==> src/rtl/game_state_ctrl.sv <==
// Game-level sequencer: IDLE/PLAYING/DYING/GAME_OVER with BCD score and high-score tracking.
// Consumes pipe pass/collision events and drives the movers' enable and world reset.
module game_state_ctrl #(
   parameter int unsigned DEATH_HOLD_CYCLES = 50_000_000,
   parameter int unsigned FLOOR_Y           = 460,
   parameter int unsigned SCORE_MAX         = 999
) (
   input  logic        clk,
   input  logic        reset,
   input  logic        flap_btn,
   input  logic        pipe_passed,
   input  logic        pipe_collision,
   input  logic [9:0]  bird_y,
   input  logic [4:0]  bird_h,
   output logic        game_enable,
   output logic        world_reset,
   output logic [1:0]  state,
   output logic [11:0] score_bcd,
   output logic [11:0] high_bcd,
   output logic        new_high,
   output logic        game_over
);

   // state       | meaning
   // S_IDLE      | power-up, waiting for first flap
   // S_PLAYING   | world moving, scoring passes, watching for crash
   // S_DYING     | frozen for DEATH_HOLD_CYCLES, inputs ignored
   // S_GAME_OVER | score shown, high score settled, flap restarts
   typedef enum logic [1:0] {
      S_IDLE      = 2'd0,
      S_PLAYING   = 2'd1,
      S_DYING     = 2'd2,
      S_GAME_OVER = 2'd3
   } state_t;

   localparam logic [11:0] SCORE_MAX_BCD = {4'(SCORE_MAX / 100),
                                            4'((SCORE_MAX / 10) % 10),
                                            4'(SCORE_MAX % 10)};
   localparam logic [25:0] HOLD_LAST     = 26'(DEATH_HOLD_CYCLES - 1);
   localparam logic [10:0] FLOOR_Y_W     = 11'(FLOOR_Y);

   state_t      state_q;
   logic [11:0] score_q;
   logic [11:0] high_q;
   logic        new_high_q;
   logic        world_reset_q;
   logic [25:0] hold_q;
   logic        flap_q;

   logic        flap_rise;
   logic [10:0] bird_bottom;
   logic        crash;
   logic [11:0] score_inc_d;

   assign flap_rise   = flap_btn & ~flap_q;
   assign bird_bottom = {1'b0, bird_y} + {6'd0, bird_h};
   assign crash       = pipe_collision | (bird_bottom >= FLOOR_Y_W);

   // BCD +1 with per-digit carry, pinned at SCORE_MAX
   always_comb begin
      score_inc_d = score_q;
      if (score_q < SCORE_MAX_BCD) begin
         if (score_q[3:0] == 4'd9) begin
            score_inc_d[3:0] = 4'd0;
            if (score_q[7:4] == 4'd9) begin
               score_inc_d[7:4]  = 4'd0;
               score_inc_d[11:8] = score_q[11:8] + 4'd1;
            end else begin
               score_inc_d[7:4] = score_q[7:4] + 4'd1;
            end
         end else begin
            score_inc_d[3:0] = score_q[3:0] + 4'd1;
         end
      end
   end

   // flap_q resets high so a button held through reset cannot start a game
   always_ff @(posedge clk or posedge reset) begin
      if (reset) begin
         state_q       <= S_IDLE;
         score_q       <= '0;
         high_q        <= '0;
         new_high_q    <= 1'b0;
         world_reset_q <= 1'b0;
         hold_q        <= '0;
         flap_q        <= 1'b1;
      end else begin
         flap_q        <= flap_btn;
         world_reset_q <= 1'b0;
         case (state_q)
            S_IDLE, S_GAME_OVER: begin
               if (flap_rise) begin
                  world_reset_q <= 1'b1;
                  score_q       <= '0;
                  new_high_q    <= 1'b0;
                  state_q       <= S_PLAYING;
               end
            end
            S_PLAYING: begin
               if (pipe_passed) score_q <= score_inc_d;
               if (crash) begin
                  state_q <= S_DYING;
                  hold_q  <= '0;
               end
            end
            S_DYING: begin
               hold_q <= hold_q + 26'd1;
               if (hold_q == HOLD_LAST) begin
                  state_q <= S_GAME_OVER;
                  if (score_q > high_q) begin
                     high_q     <= score_q;
                     new_high_q <= 1'b1;
                  end
               end
            end
            default: state_q <= S_IDLE;
         endcase
      end
   end

   assign state       = state_q;
   assign score_bcd   = score_q;
   assign high_bcd    = high_q;
   assign new_high    = new_high_q;
   assign world_reset = world_reset_q;
   assign game_enable = (state_q == S_PLAYING);
   assign game_over   = (state_q == S_GAME_OVER);

endmodule

==> config.mk <==
export PLATFORM = sky130hd
export DESIGN_NAME = game_state_ctrl
export DESIGN_NICKNAME = d
export VERILOG_FILES = /design/src/rtl/game_state_ctrl.sv
export SDC_FILE = /design/constraint.sdc
export NUM_CORES = 1
export LEC_CHECK = 0
export ABC_AREA = 1
export CAP_MARGIN = 20
export CORE_AREA = 4 4 86 88
export CTS_CLUSTER_SIZE = 8
export DETAILED_ROUTE_END_ITERATION = 8
export DIE_AREA = 0 0 90 92
export MAX_ROUTING_LAYER = met4
export PLACE_DENSITY_LB_ADDON = 0.05
export SETUP_SLACK_MARGIN = 0.02
export SKIP_CTS_REPAIR_TIMING = 1
export SLEW_MARGIN = 20
export SYNTH_ARGS = -nofsm -noshare
export SYNTH_HDL_FRONTEND = slang
export SYNTH_SLANG_ARGS = --single-unit
==> constraint.sdc <==
create_clock -name clk -period 2.9 [get_ports clk]
set_input_delay 0.87 -clock clk [delete_from_list [all_inputs] [get_ports clk]]
set_output_delay 0.87 -clock clk [all_outputs]
set_load 0.005 [all_outputs]
==> impl_results.md, run 1 <==
- Vias: 3,864
- Least-Margin Pin Slew: 0.5341 ns
- Max IR drop VDD: 0.3528 mV
- Clock transition at path regs: 0.11 ns
- Synthesized Nets: 607
- # diodes: 0
- CTS max path bufs: 2
- Final worst path period share: 98.90%
- Clk_lat worst skew: 0.31 ns
- Synth warn: 0
- Die Footprint: 8280 um^2
- Initial DRC count: 210
- Largest net degree at the start of global routing: 36
- CTS tree: yes
- First-pass GRT wire length: 15.55 mm
- Seq cells post-synth: 55
- HP Class: flip-flop to flip-flop
- Reg-to-Reg End: high_bcd[9]
- Layout cells sized above 1: 9.760%
- Fin Clk Skew: 0.01209 ns
- R2r setup slk: 0.55 ns
- Final hold viol count: 0
- Crit path required time: 3.11 ns
- LEAKAGE: 0.002286 uW
- Initial antenna violation count: 0
- Clk sinks: 55
- Power density cells: 614.0 nW/um^2
- Crit path kind: input pin to flip-flop
- Grt ovf: 0
- Drt first pass iters: 5
- Max-slew violation count: 0
- TNS Setup: 0 ns
- H-tree Lvls: 2
- Worst Hold Launch: new_high
- Slew HR: 64.35%
- Fillers: 559
- Starting Density: 59.06%
- GRT Overall Usage: 23.01%
- Row Count: 30
- Worst hold slack: 0.5065 ns
- CP arrival: 3.08 ns
- Area after DPL: 4539 um^2
- MaxCap Viol Count: 0
- Detailed Route WL: 9.783 mm
- Vias in the first global route: 3,489
- Async SR Flop Fraction: 100.0%
- Seq/Total Area, Yosys: 35.11%
- Detailed placement HPWL: 6.900 mm
- Critical R2R Launch: score_bcd[0]
- Worst Reg-to-Reg Cells: 10
- Post-synth EDFFs: 0
- Hold-critical path endpoint: new_high
- Die height: 92 um
- Root Buffer: clkbuf_8
- Pwr Total: 2958 uW
- Top Ports: 50
- Routability cong.: 0.9757
- Startpoint types: input pin
- Design area: 4818 um^2
- P&R area growth vs syn: 22.80%
- Total core area: 6644 um^2
- Top fanout value on the critical path: 7
- Min-Delay Path Depth: 2
- Max Fclk: 348.7 MHz
- Buffers on Ports: 49
- Mapped Area: 3924 um^2
- Top_reg_cell synth: dfrtp_1
- DRC errors left: 0
- Endpoint class of the critical path: flip-flop
- Routed vias/inst: 5.481
- # setup viols final: 0
- Min Tclk post-route: 2.868 ns
- Commonest non-fill, non-tap cells in the layout: nand2_1, inv_1, nor2_1, dfrtp_1, nand3_1
- Syn_area_per_cell: 6.982 um^2
- Cts bufs inserted: 5
- Syn Inst Count: 562
- Status: completed
- Final nets: 669
- Post-Route Utilization: 72.52%
- Synth cell types: 40
- Die Wd: 90 um
- Commonest non-fill, non-tap cell in the layout: nand2_1
- Drt wl/cell: 13.88 um
- ANT nets after route: 0
[state kept, by name, summed over array words and instances, names as in the netlist]
signal	count
hold_q	26
high_bcd	12
score_bcd	12
state	2
flap_q	1
new_high	1
world_reset	1
[critical path: stages]
cell and delay [ns]:
clkdlybuf4s50_1 0.41, ha_2 0.20, fa_2 0.37, buf_4 0.15
xor2_2 0.14, nand3_1 0.12, nand2_1 0.09, inv_1 0.05
nand2_2 0.05, nand3_2 0.12, nand2_8 0.18, buf_8 0.14
nand2_1 0.06, nand2_1 0.07, nand2_1 0.06
[synth_stat cells, types with 8 or more instances]
| cell type | n | area, um^2 |
|---|---|---|
| xor2_1 | 13 | 113.9 |
| nand4_1 | 8 | 50.05 |
| nand2_1 | 176 | 660.6 |
| nor2_1 | 56 | 210.2 |
| nor3_1 | 17 | 85.08 |
| a21oi_1 | 19 | 95.09 |
| o21ai_1 | 9 | 45.04 |
| inv_1 | 65 | 244.0 |
| ha_1 | 24 | 300.3 |
| dfrtp_1 | 54 | 1351 |
| o21ai_0 | 18 | 90.09 |
| nand3_1 | 51 | 255.2 |
[report_power, final]
group	switching, uW	internal [uW]
sequential	138	862
clock	270	174
combinational	924	591
total	1330	1630
[cell families after synthesis]
group           Yosys count  synth area share (%)
xor+xnor                 14                 3.125
simple gates            327                 36.26
fa+ha+maj                25                 8.163
flops                    55                 35.11
buf+inv                  82                 8.864
compound gates           59                 8.482
[final cells by class]
cell class / count / area, um^2 / area share (%)
Clock inverter: 3 / 22.52 / 0.4674
Tap cell: 80 / 100.1 / 2.077
Multi-Input combinational cell: 426 / 2280 / 47.31
Inverter: 70 / 262.8 / 5.453
Clock buffer: 5 / 68.82 / 1.428
Sequential cell: 55 / 1378 / 28.59
Timing Repair Buffer: 66 / 706.9 / 14.67
[metrics by stage]
step                instances  setup WS, ns
detailed placement        692       -0.2452
finish                    705       0.03194
floorplan                 562        0.2099
CTS                       700       0.09278
global placement          692       -0.1913
global route              705      -0.06406
[how the worst max path moves through the flow]
| stage | start | end | slack [ns] | cells after the start |
|---|---|---|---|---|
| floorplan | bird_y[0] | hold_q[19] | 0.21 | 13 |
| global placement | bird_y[0] | hold_q[0] | -0.19 | 13 |
| detailed placement | bird_y[0] | hold_q[20] | -0.25 | 13 |
| CTS | bird_y[0] | hold_q[0] | 0.09 | 13 |
| global route | bird_h[0] | state[1] | -0.06 | 15 |
| finish | bird_h[0] | state[1] | 0.03 | 15 |
[metal layers]
| layer | track usage [%] | part of all wire, % | routed length, um | vias up |
|---|---|---|---|---|
| met2 | 39.70 | 50 | 4916 | 136 |
| li1 | - | - | - | 1923 |
| met1 | 28.98 | 43 | 4161 | 1787 |
| met5 | - | 0 | 0 | - |
| met3 | 3.199 | 5.7 | 557 | 18 |
| met4 | 5.102 | 1.5 | 148 | 0 |
Power figures use the tool's default switching activity.
==> inputs of run 2 (changes only) <==
--- a/config.mk
+++ b/config.mk
@@ -9,6 +9,6 @@
 export CAP_MARGIN = 20
-export CORE_AREA = 4 4 86 88
+export CORE_AREA = 4 4 90 92
 export CTS_CLUSTER_SIZE = 8
 export DETAILED_ROUTE_END_ITERATION = 8
-export DIE_AREA = 0 0 90 92
+export DIE_AREA = 0 0 94 96
 export MAX_ROUTING_LAYER = met4
==> constraint.sdc (replaced) <==
create_clock -name clk -period 2.9 [get_ports clk]
set_input_delay 0.725 -clock clk [delete_from_list [all_inputs] [get_ports clk]]
set_output_delay 0.725 -clock clk [all_outputs]
set_load 0.005 [all_outputs]
==> impl_results.md, run 2 (synthesis results as in run 1) <==
- Status: completed
- Root Buffer: clkbuf_8
- Initial DRC count: 167
- Die Footprint: 9024 um^2
- H-tree Lvls: 2
- CP arrival: 2.88 ns
- Top Ports: 50
- Top delay family on crit path: simple AND/OR/NAND/NOR gates
- Fillers: 669
- Die height: 96 um
- Total core area: 7214 um^2
- Routability cong.: 0.9151
- P&R area growth vs syn: 18.49%
- R2r setup slk: 0.51 ns
- Clock transition at path regs: 0.11 ns
- Clk sinks: 55
- Worst hold slack: 0.5148 ns
- Pwr Total: 2912 uW
- Max reg flops: 26
- FF/Latch Area: 1378 um^2
- RSZ-0062 raised after global routing: yes
- Max IR drop VDD: 0.4198 mV
- Internal power: 1671 uW
- Cts bufs inserted: 5
- Commonest non-fill, non-tap cells in the layout: nand2_1, inv_1, nor2_1, dfrtp_1, nand3_1
- LEAKAGE: 0.002208 uW
- # setup viols final: 0
- Min Tclk post-route: 2.659 ns
- Drt first pass iters: 5
- Detailed placement HPWL: 7.097 mm
- GRT Overall Usage: 22.36%
- Vias in the first global route: 3,552
- Crit path kind: input pin to flip-flop
- Area of the multi-input gates: 2198 um^2
- Drt wl/cell: 12.89 um
- Starting Density: 54.39%
- Max-slew violation count: 0
- Most flops, register: hold_q
- Crit path largest cell delay: 0.40 ns
- Cell repeated most along the worst path: nand2_1
- DRC errors left: 0
- Final hold viol count: 0
- Crit path required time: 3.12 ns
- Top fanout value on the critical path: 16
- Buffers on Ports: 49
- Crit-path cells: clkdlybuf4s50_1 > ha_1 > fa_1 > nand2_1 > nand2_1 > nand3_2 > nand2_1 > nand2_1 > nand2_1 > nor2_1 > nand3_1 > nand2_2 > buf_4 > nand2_1 > nand2_1 > nand2_1
- Layout cells sized above 1: 7.293%
- ANT nets after route: 0
- Largest net degree at the start of global routing: 27
- Max Fclk: 376.0 MHz
- Crit-path slowest cell: clkdlybuf4s50_1
- CTS tree: yes
- Slew HR: 64.78%
- P_sw: 1240 uW
- Startpoint types: input pin
- Routed vias/inst: 5.303
- WP buf/inv: 2
- First-pass GRT wire length: 15.90 mm
- Final nets: 661
- Least-Margin Pin Slew: 0.5275 ns
- Grt ovf: 0
- Power density cells: 626.2 nW/um^2
- Endpoint class of the critical path: flip-flop
- Commonest non-fill, non-tap cell in the layout: nand2_1
- Clk_lat worst skew: 0.32 ns
- HP Class: flip-flop to flip-flop
- Detailed Route WL: 9.230 mm
- # diodes: 0
- Fin Clk Skew: 0.01173 ns
- CTS max path bufs: 2
- Clock Power Share: 19.1%
- Combinational group share of total power: 46.7%
- MaxCap Viol Count: 0
- Initial antenna violation count: 0
- Sw Ratio: 42.60%
- Reg power frac: 34.2%
- Final worst path period share: 91.70%
- Vias: 3,797
- Row Count: 31
- Die Wd: 94 um
## run 2: final cells by class
class | count | area share [%]
clock buffer | 6 | 1.776
clock inverter | 2 | 0.8342
inverter | 70 | 5.651
multi-input combinational | 425 | 47.28
sequential | 55 | 29.63
tap | 99 | 2.664
timing repair buffer | 59 | 12.16
## run 2: stage by stage
| stage | setup WS (ns) | util [%] | instance area, um^2 | TNS (ns) | std cells |
|---|---|---|---|---|---|
| 6_report | 0.2407 | 64.45 | 4649 | 0 | 716 |
| 2_1_floorplan | 0.3549 | - | 3924 | 0 | 562 |
| 4_1_cts | 0.2288 | 64.45 | 4649 | 0 | 716 |
| 3_5_place_dp | -0.1016 | 62.76 | 4528 | -2.364 | 708 |
| 5_1_grt | 0.005860 | 64.45 | 4649 | 0 | 716 |
| 3_3_place_gp | -0.04209 | 62.76 | 4528 | -0.5849 | 708 |
## run 2: power groups by stage
stage,registers [uW],clock network (uW),logic (uW)
after global placement,1010,0,1340
after CTS,998,562,1380
final,997,555,1360
after detailed placement,1010,0,1370
after global routing,1020,595,1550
after floorplan,988,0,904
## run 2: worst paths after layout
| check | start | end | depth (start not counted) |
|---|---|---|---|
| worst max-delay path | bird_y[0] | state[1] | 16 |
| worst min-delay path | new_high | new_high | 2 |
| worst max register to register | state[0] | score_bcd[11] | 8 |
| worst min register to register | new_high | new_high | 2 |
| max in group asynchronous | reset | flap_q | 3 |
| min in group asynchronous | reset | hold_q[6] | 2 |
## run 2: worst register-to-register path, delay by kind of cell (launching register included)
kind / cells / cell delay (ns)
adder cells (fa/ha/maj): 1 / 0.39
AND/OR/NAND/NOR: 3 / 0.63
buffers and inverters: 2 / 0.45
AO/OA/AOI/OAI: 2 / 0.34
flip-flops: 1 / 0.45
## run 2: routing by layer
metal  GRT usage [%]  up-vias  part of all wire (%)  wire length, um
met4           6.859        0                   1.7              153
met2           37.67       96                    49             4516
met3           2.971       17                   4.4              405
met1           28.18     1779                    45             4155
met5               -        -                     0                0
li1                -     1905                     -                -
==> inputs of run 3 (changes only) <==
- HOLD_SLACK_MARGIN: default -> 0.05
- clock period: 2.9 -> 3.44 ns (I/O delays scaled with it)
==> impl_results.md, run 3 (synthesis results as in run 1) <==
- Final worst path period share: 83.86%
- Max Fclk: 346.7 MHz
- Max-slew violation count: 0
- CTS max path bufs: 2
- Top fanout value on the critical path: 17
- Max reg flops: 26
- Status: completed
- Worst hold slack: 0.5111 ns
- Starting Density: 54.39%
- Row Count: 31
- Crit path required time: 3.66 ns
- RSZ-0062 raised after global routing: no
- Total core area: 7214 um^2
- Die Wd: 94 um
- Drt wl/cell: 12.73 um
- Die height: 96 um
- Reg power frac: 34.4%
- First-pass GRT wire length: 16.06 mm
- Detailed Route WL: 9.075 mm
- DP Worst Slack: 0.2011 ns
- Clock transition at path regs: 0.11 ns
- Fillers: 679
- Routability cong.: 0.9320
- Power density cells: 530.3 nW/um^2
- Final hold viol count: 0
- Combinational group share of total power: 46.9%
- Slew HR: 59.08%
- Max IR drop VDD: 0.2451 mV
- Endpoint class of the critical path: flip-flop
- Detailed placement HPWL: 6.996 mm
- Top Ports: 50
- Startpoint types: input pin
- Internal power: 1409 uW
- Sw Ratio: 42.59%
- Cts bufs inserted: 5
- LEAKAGE: 0.002194 uW
- Clk_lat worst skew: 0.32 ns
- DRC errors left: 0
- GRT Overall Usage: 22.36%
- Least-Margin Pin Slew: 0.6129 ns
- Pwr Total: 2454 uW
- Largest net degree at the start of global routing: 31
- P&R area growth vs syn: 17.92%
- Crit path kind: input pin to flip-flop
- MaxCap Viol Count: 0
- CP arrival: 3.10 ns
- Fin Clk Skew: 0.01333 ns
- P_sw: 1045 uW
- Initial DRC count: 184
- TNS Setup: 0 ns
- Clock Power Share: 18.7%
- HP Class: flip-flop to flip-flop
- CTS tree: yes
- # setup viols final: 0
- ANT nets after route: 0
- Vias in the first global route: 3,499
- Min Tclk post-route: 2.885 ns
- # diodes: 0
- Commonest non-fill, non-tap cells in the layout: nand2_1, inv_1, nor2_1, dfrtp_1, nand3_1
- Vias: 3,706
- Die Footprint: 9024 um^2
- Grt ovf: 0
- Layout cells sized above 1: 6.840%
- Initial antenna violation count: 0
- Root Buffer: clkbuf_8
- Final WS setup: 0.5554 ns
- Post-Route Utilization: 64.13%
- Area of the multi-input gates: 2198 um^2
- R2r setup slk: 1.14 ns
- Most flops, register: hold_q
- Clk sinks: 55
- Final nets: 658
- H-tree Lvls: 2
- Drt first pass iters: 4
- Buffers on Ports: 49
- Routed vias/inst: 5.198
- FF/Latch Area: 1378 um^2
- Commonest non-fill, non-tap cell in the layout: nand2_1
-- run 3: changes by cell type in the layout (fill, tap and decap cells not counted) --
cell   previous run  this run
buf_4            10         7
-- run 3: worst paths after layout --
check                           from            end  depth (start not counted)
max                        bird_y[0]       state[1]                         16
min                         new_high       new_high                          2
max reg2reg                 state[1]  score_bcd[10]                          9
min reg2reg                 new_high       new_high                          2
max in group asynchronous      reset     hold_q[15]                          3
min in group asynchronous      reset      hold_q[8]                          2
-- run 3: per-stage QoR --
| stage | cell area [um^2] | std cells |
|---|---|---|
| after floorplan | 3924 | 562 |
| after global placement | 4506 | 705 |
| after detailed placement | 4506 | 705 |
| after CTS | 4627 | 713 |
| after global routing | 4627 | 713 |
| final | 4627 | 713 |
-- run 3: power by group through the flow --
stage | Clock, uW | Sequential (uW) | Combinational [uW]
final | 458 | 845 | 1150
after global placement | 0 | 854 | 1130
after CTS | 474 | 844 | 1170
after detailed placement | 0 | 856 | 1160
after global routing | 497 | 862 | 1310
after floorplan | 0 | 833 | 762
-- run 3: cell type report --
class | count | area share, %
multi-input combinational | 425 | 47.51
sequential | 55 | 29.77
timing repair buffer | 56 | 11.74
inverter | 70 | 5.679
tap | 99 | 2.677
clock buffer | 6 | 1.785
clock inverter | 2 | 0.8383
-- run 3: per-layer routing --
layer | wire length (um) | share of wire (%) | GRT usage, % | vias to the layer above
met2 | 4457 | 49 | 37.43 | 79
li1 | - | - | - | 1904
met3 | 418 | 4.6 | 2.033 | 8
met4 | 73 | 0.80 | 5.776 | 0
met5 | 0 | 0 | - | -
met1 | 4125 | 45 | 29.41 | 1715
-- run 3: critical path: stages --
cell	delay, ns
clkdlybuf4s50_1	0.40
ha_1	0.25
fa_1	0.40
nand2_1	0.09
nand2_1	0.09
nand3_2	0.10
nand2_1	0.06
nand2_1	0.05
nand2_1	0.05
nor2_1	0.10
nand3_1	0.09
nand2_2	0.10
buf_4	0.23
nand2_1	0.10
nand2_1	0.07
nand2_1	0.05
